===== config.mk =====
export PLATFORM = sky130hd
export DESIGN_NAME = l0_loader
export DESIGN_NICKNAME = d
export VERILOG_FILES = /design/src/rtl/l0_loader.sv
export SDC_FILE = /design/constraint.sdc
export NUM_CORES = 1
export LEC_CHECK = 0
export ABC_CLOCK_PERIOD_IN_PS = 6530
export CAP_MARGIN = 20
export CORE_ASPECT_RATIO = 0.7
export CORE_MARGIN = 4
export CORE_UTILIZATION = 43
export DETAILED_ROUTE_END_ITERATION = 8
export HOLD_SLACK_MARGIN = 0.08
export PLACE_DENSITY = 0.72
export SYNTH_ARGS = -nofsm -noshare
export SYNTH_HDL_FRONTEND = slang
export SYNTH_SLANG_ARGS = --single-unit

===== constraint.sdc =====
create_clock -name clk -period 6.53 [get_ports clk]
set_clock_uncertainty 0.1 [all_clocks]
set_input_delay 0.653 -clock clk [delete_from_list [all_inputs] [get_ports clk]]
set_output_delay 0.653 -clock clk [all_outputs]
set_load 0.03 [all_outputs]

===== src/rtl/l0_loader.sv =====
// l0_loader: streams `len` consecutive SRAM words into the L0 row-FIFO bank.
// A 2-entry skid absorbs the 1-cycle SRAM read latency under L0 backpressure.
module l0_loader #(
  parameter int row    = 8,
  parameter int bw     = 4,
  parameter int addr_w = 11
) (
  input  logic                clk,
  input  logic                reset,
  input  logic                start,
  input  logic [addr_w-1:0]   base_addr,
  input  logic [addr_w:0]     len,
  output logic                busy,
  output logic                done,
  output logic                sram_cen,
  output logic [addr_w-1:0]   sram_addr,
  input  logic [row*bw-1:0]   sram_q,
  input  logic                l0_full,
  output logic                l0_wr,
  output logic [row*bw-1:0]   l0_in
);
  localparam int W = row * bw;

  localparam logic [1:0] S_IDLE  = 2'd0;
  localparam logic [1:0] S_READ  = 2'd1;
  localparam logic [1:0] S_DRAIN = 2'd2;
  localparam logic [1:0] S_DONE  = 2'd3;

  logic [1:0]        state_q, state_d;
  logic [addr_w-1:0] addr_q, addr_d;
  logic [addr_w:0]   rem_q, rem_d;
  logic              inflight_q, inflight_d;
  logic [1:0]        cnt_q, cnt_d;
  logic [1:0][W-1:0] skid_q, skid_d;

  logic pop, push, issue, room;
  logic [1:0] slot;

  assign pop   = (cnt_q != 2'd0) && !l0_full;
  assign push  = inflight_q;
  // Free slots once this edge's pop and landing word are accounted for.
  assign room  = ({1'b0, cnt_q} + {2'b0, inflight_q}) < (3'd2 + {2'b0, pop});
  assign issue = (state_q == S_READ) && !l0_full && (rem_q != '0) && room;
  assign slot  = cnt_q - {1'b0, pop};

  assign busy      = (state_q != S_IDLE);
  assign done      = (state_q == S_DONE);
  assign sram_cen  = !issue;
  assign sram_addr = issue ? addr_q : '0;
  assign l0_wr     = pop;
  assign l0_in     = skid_q[0];

  // Skid FIFO update: shift head out on pop, land the returning word behind it.
  always_comb begin
    skid_d = skid_q;
    if (pop) skid_d[0] = skid_q[1];
    if (push) skid_d[slot[0]] = sram_q;
    cnt_d = cnt_q + {1'b0, push} - {1'b0, pop};
  end

  // Control FSM, address/remaining counters and in-flight tracking.
  always_comb begin
    state_d    = state_q;
    addr_d     = addr_q;
    rem_d      = rem_q;
    inflight_d = issue;
    if (issue) begin
      addr_d = addr_q + 1'b1;
      rem_d  = rem_q - 1'b1;
    end
    case (state_q)
      S_IDLE: if (start) begin
        addr_d  = base_addr;
        rem_d   = len;
        state_d = (len == '0) ? S_DONE : S_READ;
      end
      S_READ:  if (issue && rem_q == 1) state_d = S_DRAIN;
      // Leave as soon as the last word is written so done trails it by one cycle.
      S_DRAIN: if (cnt_d == 2'd0 && !inflight_d) state_d = S_DONE;
      default: state_d = S_IDLE;
    endcase
  end

  // State registers; reset drops any word still in flight from the SRAM.
  always_ff @(posedge clk or negedge reset) begin
    if (!reset) begin
      state_q    <= S_IDLE;
      addr_q     <= '0;
      rem_q      <= '0;
      inflight_q <= 1'b0;
      cnt_q      <= 2'd0;
      skid_q     <= '0;
    end else begin
      state_q    <= state_d;
      addr_q     <= addr_d;
      rem_q      <= rem_d;
      inflight_q <= inflight_d;
      cnt_q      <= cnt_d;
      skid_q     <= skid_d;
    end
  end
endmodule


Yosys cells after proc, flatten, opt, wreduce, memory -nomap -nowiden. Cells that the tools add are included.

Flip-flop bits (word level): 92. Latch bits: 0. RAM bits: 0. Memory bits (read-only): 0. Input port bits: 59. Output and inout bits: 47. Memories: 0.

Add/sub/neg operators: 7. Multiply operators: 0. Divide/modulo/power cells: 0. $lt $le $gt $ge: 3. Eq/ne operators: 7. Shifts and indexed selects: 0. Mux-type cells: 17. Bitwise logic cells: 0. Reduce and logical (&&, ||, !) cells: 16.

Operator list (count): two-way mux 32 bit (3); bitwise mux 64 bit (1); two-way mux 11 bit (4); two-way mux 12 bit (3); demux 32 bit (select 1 bit) (1); == test 12 x 1 -> 1 bit, second input constant (1); logical NOT 12 bit (1); nonzero test 12 bit (1); subtractor 12 x 1 -> 12 bit, second input constant (1); adder 11 x 1 -> 11 bit, second input constant (1); two-way mux 2 bit (4); logical AND 1 bit (7); case mux 2 bit (3 select lines) (1); == test 2 bit, second input constant (2); logical NOT 2 bit (2); inequality test 2 bit, second input constant (2); nonzero test 2 bit (2); adder 2 x 1 -> 3 bit (1); adder 2 x 1 -> 3 bit, first input constant (1); < comparator 3 bit (1); AND reduction 3 bit (1); adder 2 x 1 -> 2 bit (1); == test 2 x 1 -> 1 bit, second input constant (1); logical NOT 1 bit (2); other kinds (5) (5).

Longest topological paths before layout.
Word-level depth: 9. Depth in mapped cells: 9.

Worst setup path after synthesis. No wires, ideal clock.

Path kind: register to output. From: reg cnt_q[0]. To: out sram_addr[0]. Arrival time: 1920 ps. Data required time: 5777 ps. Slack: 3857 ps. Stages on the path, launching flop included: 7. Path through: dfrtp_1 -> ha_1 -> ha_1 -> or3b_4 -> a21oi_4 -> clkbuf_1 -> and3_1.

Longest elaborated chain between the ends: 6. Elaborated cells between the ends (all ways): 7.

Ends and longest elaborated chain: start: declaration (RTL line 33) `logic [1:0] cnt_q, cnt_d;`; start signal: assignment (RTL line 98) `cnt_q <= cnt_d;`; nonzero test 2 bit (RTL line 39) `assign pop = (cnt_q != 2'd0) && !l0_full;`; logical AND 1 bit (RTL line 39); adder 2 x 1 -> 3 bit (RTL line 42) `assign room = ({1'b0, cnt_q} + {2'b0, inflight_q}) < (3'd2 + {2'b0, pop});`; < comparator 3 bit (*) (RTL line 42); logical AND 1 bit (*) (RTL line 43) `assign issue = (state_q == S_READ) && !l0_full && (rem_q != '0) && room;`; two-way mux 11 bit (*) (RTL line 49) `assign sram_addr = issue ? addr_q : '0;`; end: declaration (RTL line 16) `output logic [addr_w-1:0] sram_addr,`.

Every way passes the cells marked *; elsewhere a longest branch is shown, timed or not.

Final worst setup path.
From: in l0_full. To: out l0_wr.

Longest elaborated chain between the ends: 2.

Ends and longest elaborated chain: start: declaration (RTL line 18) `input logic l0_full,`; logical NOT 1 bit (RTL line 39); logical AND 1 bit (RTL line 39); end: declaration (RTL line 19) `output logic l0_wr,`.

No other way between the ends.

==> results.md <==
- Clock power share: 17.5%
- Post-synth EDFFs: 0
- IO Pins: 106
- Final setup fails: 0
- P_leak: 2.52 nW
- CTS root buf: clkbuf_16
- Hold_buf cts: 0
- Synth warn: 0
- Int Pwr: 1.65 mW
- Total power: about 2.8 mW
- Power density cells: 470 nW/um^2
- Drt total wl: 10700 um
- CTS buffer count: 9
- NetSw: between 1 and 1.5 mW
- RSZ-0062 raised after global routing: false
- Worst slew pin tran: 1.03 ns
- DP HPWL: 7570 um
- Met2 layer usage reported by global route: 28.3%
- Initial antenna violation count: 0
- Die height: between 90 and 100 um
- Final ANT Viol Nets: 0
- Register area share after synthesis: 49.5%
- Slew Viols, Final: 0
- Mean Syn Cell Area: 9.75 sq um
- Max VDD drop: about 220 uV
- DR DRC count: 0
- Nets: 610
- Setup_tns: 0 ns
- Core area: between 10000 and 15000 sq um
- Cell Area, Synth: 4650 sq um
- Via count: 3509
- GRT Residual Overflow: 0
- Drt pass-1 iters: 4
- Vias in the first global route: between 3000 and 4000
- Die width: 132 um
- Worst-path fanout max: 33
- CP peak stage delay: about 0.84 ns
- Commonest non-fill, non-tap cells in the layout: 104 x clkdlybuf4s50_1, 92 x dfrtp_1, 90 x nand2_1, 44 x nor2_1, 35 x a31oi_1
- CP Class: in -> out
- Wire per inst: ~16 um
- CP Cell Sequence: clkdlybuf4s50_1, o21bai_2, buf_4, inv_1, clkdlybuf4s50_1
- Required @ worst endpoint: 5.78 ns
- CTS H-tree lvls: 3
- Most common cell after layout, fill and taps aside: clkdlybuf4s50_1
- Num rows: 31
- Achievable Freq: 248 MHz
- Port Buffers: 105
- Count of filler cells inserted in the layout: just over 900
- Sw Share: around 40%
- Hold Path Class: in -> async
- Post-Syn Instances: between 400 and 500
- Status: complete, no violations
- Critical path startpoint category: input port
- Initial Utilization: between 40% and 50%
- Period utilization: roughly three fifths
- Post_cts resized: 0
- Synth Flop Type: dfrtp_1
- Worst EP arrival: 3.27 ns
- Die Area: 12600 sq um
- GRT Total Usage: around 17%
- Busiest metal layer after global routing: met2
- Max cap viols: 0
- Rel. slew slack: 31.4%
- Clk slew on worst S/H paths: 0.06 ns
- First-pass GRT wire length: between 15000 and 20000 um
- Setup crit end kind: output port
- GR Layer Usage met3: 3.90%
- Slowest stage cell, crit path: clkdlybuf4s50_1
- Placement Cell Area: 5570 sq um
- Clk_lat worst skew: approximately 0.33 ns
- Drt via density: 5.18
- Flop pwr share: a little under two fifths
- Area growth from synthesis to layout: 26.0%
- CTS tree: yes
- Met1 usage: 23.5%
- Sink Count: 92
- Clk buf depth: 2
- Final RePlAce weighted congestion: about 0.87
- Share of layout cells above drive strength 1: 11.9%
- Tmin final: between 4 and 5 ns
- Fin area: 5860 sq um
- Part of the power in combinational logic: 44.3%
- Postcts setup bufs: 0
- Seq cells post-synth: 92
- Worst hold slack: 0.182 ns
- Largest net degree at the start of global routing: 65
- Starting DRT DRC Count: 210
- Syn Nets: 546
- Count of final hold-check violations: 0
- Post-synth cell types: 41
- Asr flop ratio synth: 100%
- Most frequent CP cell: clkdlybuf4s50_1
- ANT cells: 0
[cells in the mapped netlist, types with 3 or more instances]
library cell	count	area [sq um]
nor4_1	3	18.8
a31oi_1	35	219
mux2_2	32	360
ha_1	10	125
dfrtp_1	92	2300
xor2_1	17	149
xnor2_1	3	26.3
nand4_1	8	50.1
and3_1	14	87.6
nor2_1	44	165
o21ai_0	22	110
o21bai_1	3	22.5
inv_1	7	26.3
a21oi_1	4	20.0
buf_4	32	240
nand3_1	10	50.1
nand2_1	90	338
clkbuf_1	21	78.8
[through the flow]
stage / setup WS, ns / utilization (%) / std cells
floorplan: 3.86 / - / 477
global placement: 2.58 / 53.4 / 661
detailed placement: 2.50 / 53.4 / 661
CTS: 2.50 / 56.0 / 677
global route: 2.31 / 56.2 / 678
finish: 2.50 / 56.2 / 678
[worst paths after layout]
path | from | endpoint | slack [ns] | cells after the start
setup / recovery | l0_full | l0_wr | 2.50 | 5
hold / removal | reset | rem_q[5] | 0.18 | 1
setup reg to reg | cnt_q[0] | state_q[1] | 3.70 | 7
hold reg to reg | skid_q[55] | skid_q[55] | 0.41 | 1
max in group asynchronous | reset | skid_q[48] | 5.11 | 2
min in group clk | skid_q[55] | skid_q[55] | 0.41 | 1
[final cells by class]
cell class	instances	area, sq um	share of cell area [%]
timing repair buffer	109	1090	18.5
clock inverter	7	52.6	0.897
inverter	8	30.0	0.512
tap	132	165	2.82
clock buffer	9	225	3.84
sequential	92	2300	39.3
multi-input combinational	321	2000	34.1
[power groups by stage]
stage / Sequential, mW / Combinational [mW] / Clock [mW]
4_1_cts: 1.05 / 1.23 / 0.499
2_1_floorplan: 0.996 / 0.962 / 0
6_report: 1.05 / 1.22 / 0.483
5_1_grt: 1.09 / 1.33 / 0.525
3_5_place_dp: 1.06 / 1.23 / 0
3_3_place_gp: 1.04 / 1.19 / 0
[sequential cells by signal (all words and copies together) (netlist names)]
signal      count
state_q         2
addr_q         11
l0_in          32
cnt_q           2
skid_q         32
rem_q          12
inflight_q      1
[per-layer routing]
layer	vias up	share of wire, %
met5	-	0
met4	0	1.2
met3	11	4.4
met2	89	47
met1	1670	47
li1	1739	-
[cell families (layout without fill, tap and decap cells)]
family	after synthesis	in the layout	synth area share, %
compound gates	69	69	9.20
xor+xnor	20	20	3.77
fa+ha+maj	10	10	2.69
buf+inv	64	133	7.77
flops	92	92	49.5
mux	34	34	8.20
simple gates	188	188	18.9
[worst max-delay path: cells and delay by family]
| kind | cells | cell delay, ns |
|---|---|---|
| AO/OA/AOI/OAI | 1 | 0.23 |
| buffers and inverters | 4 | 2.38 |
(Power assumes the default switching activity.)
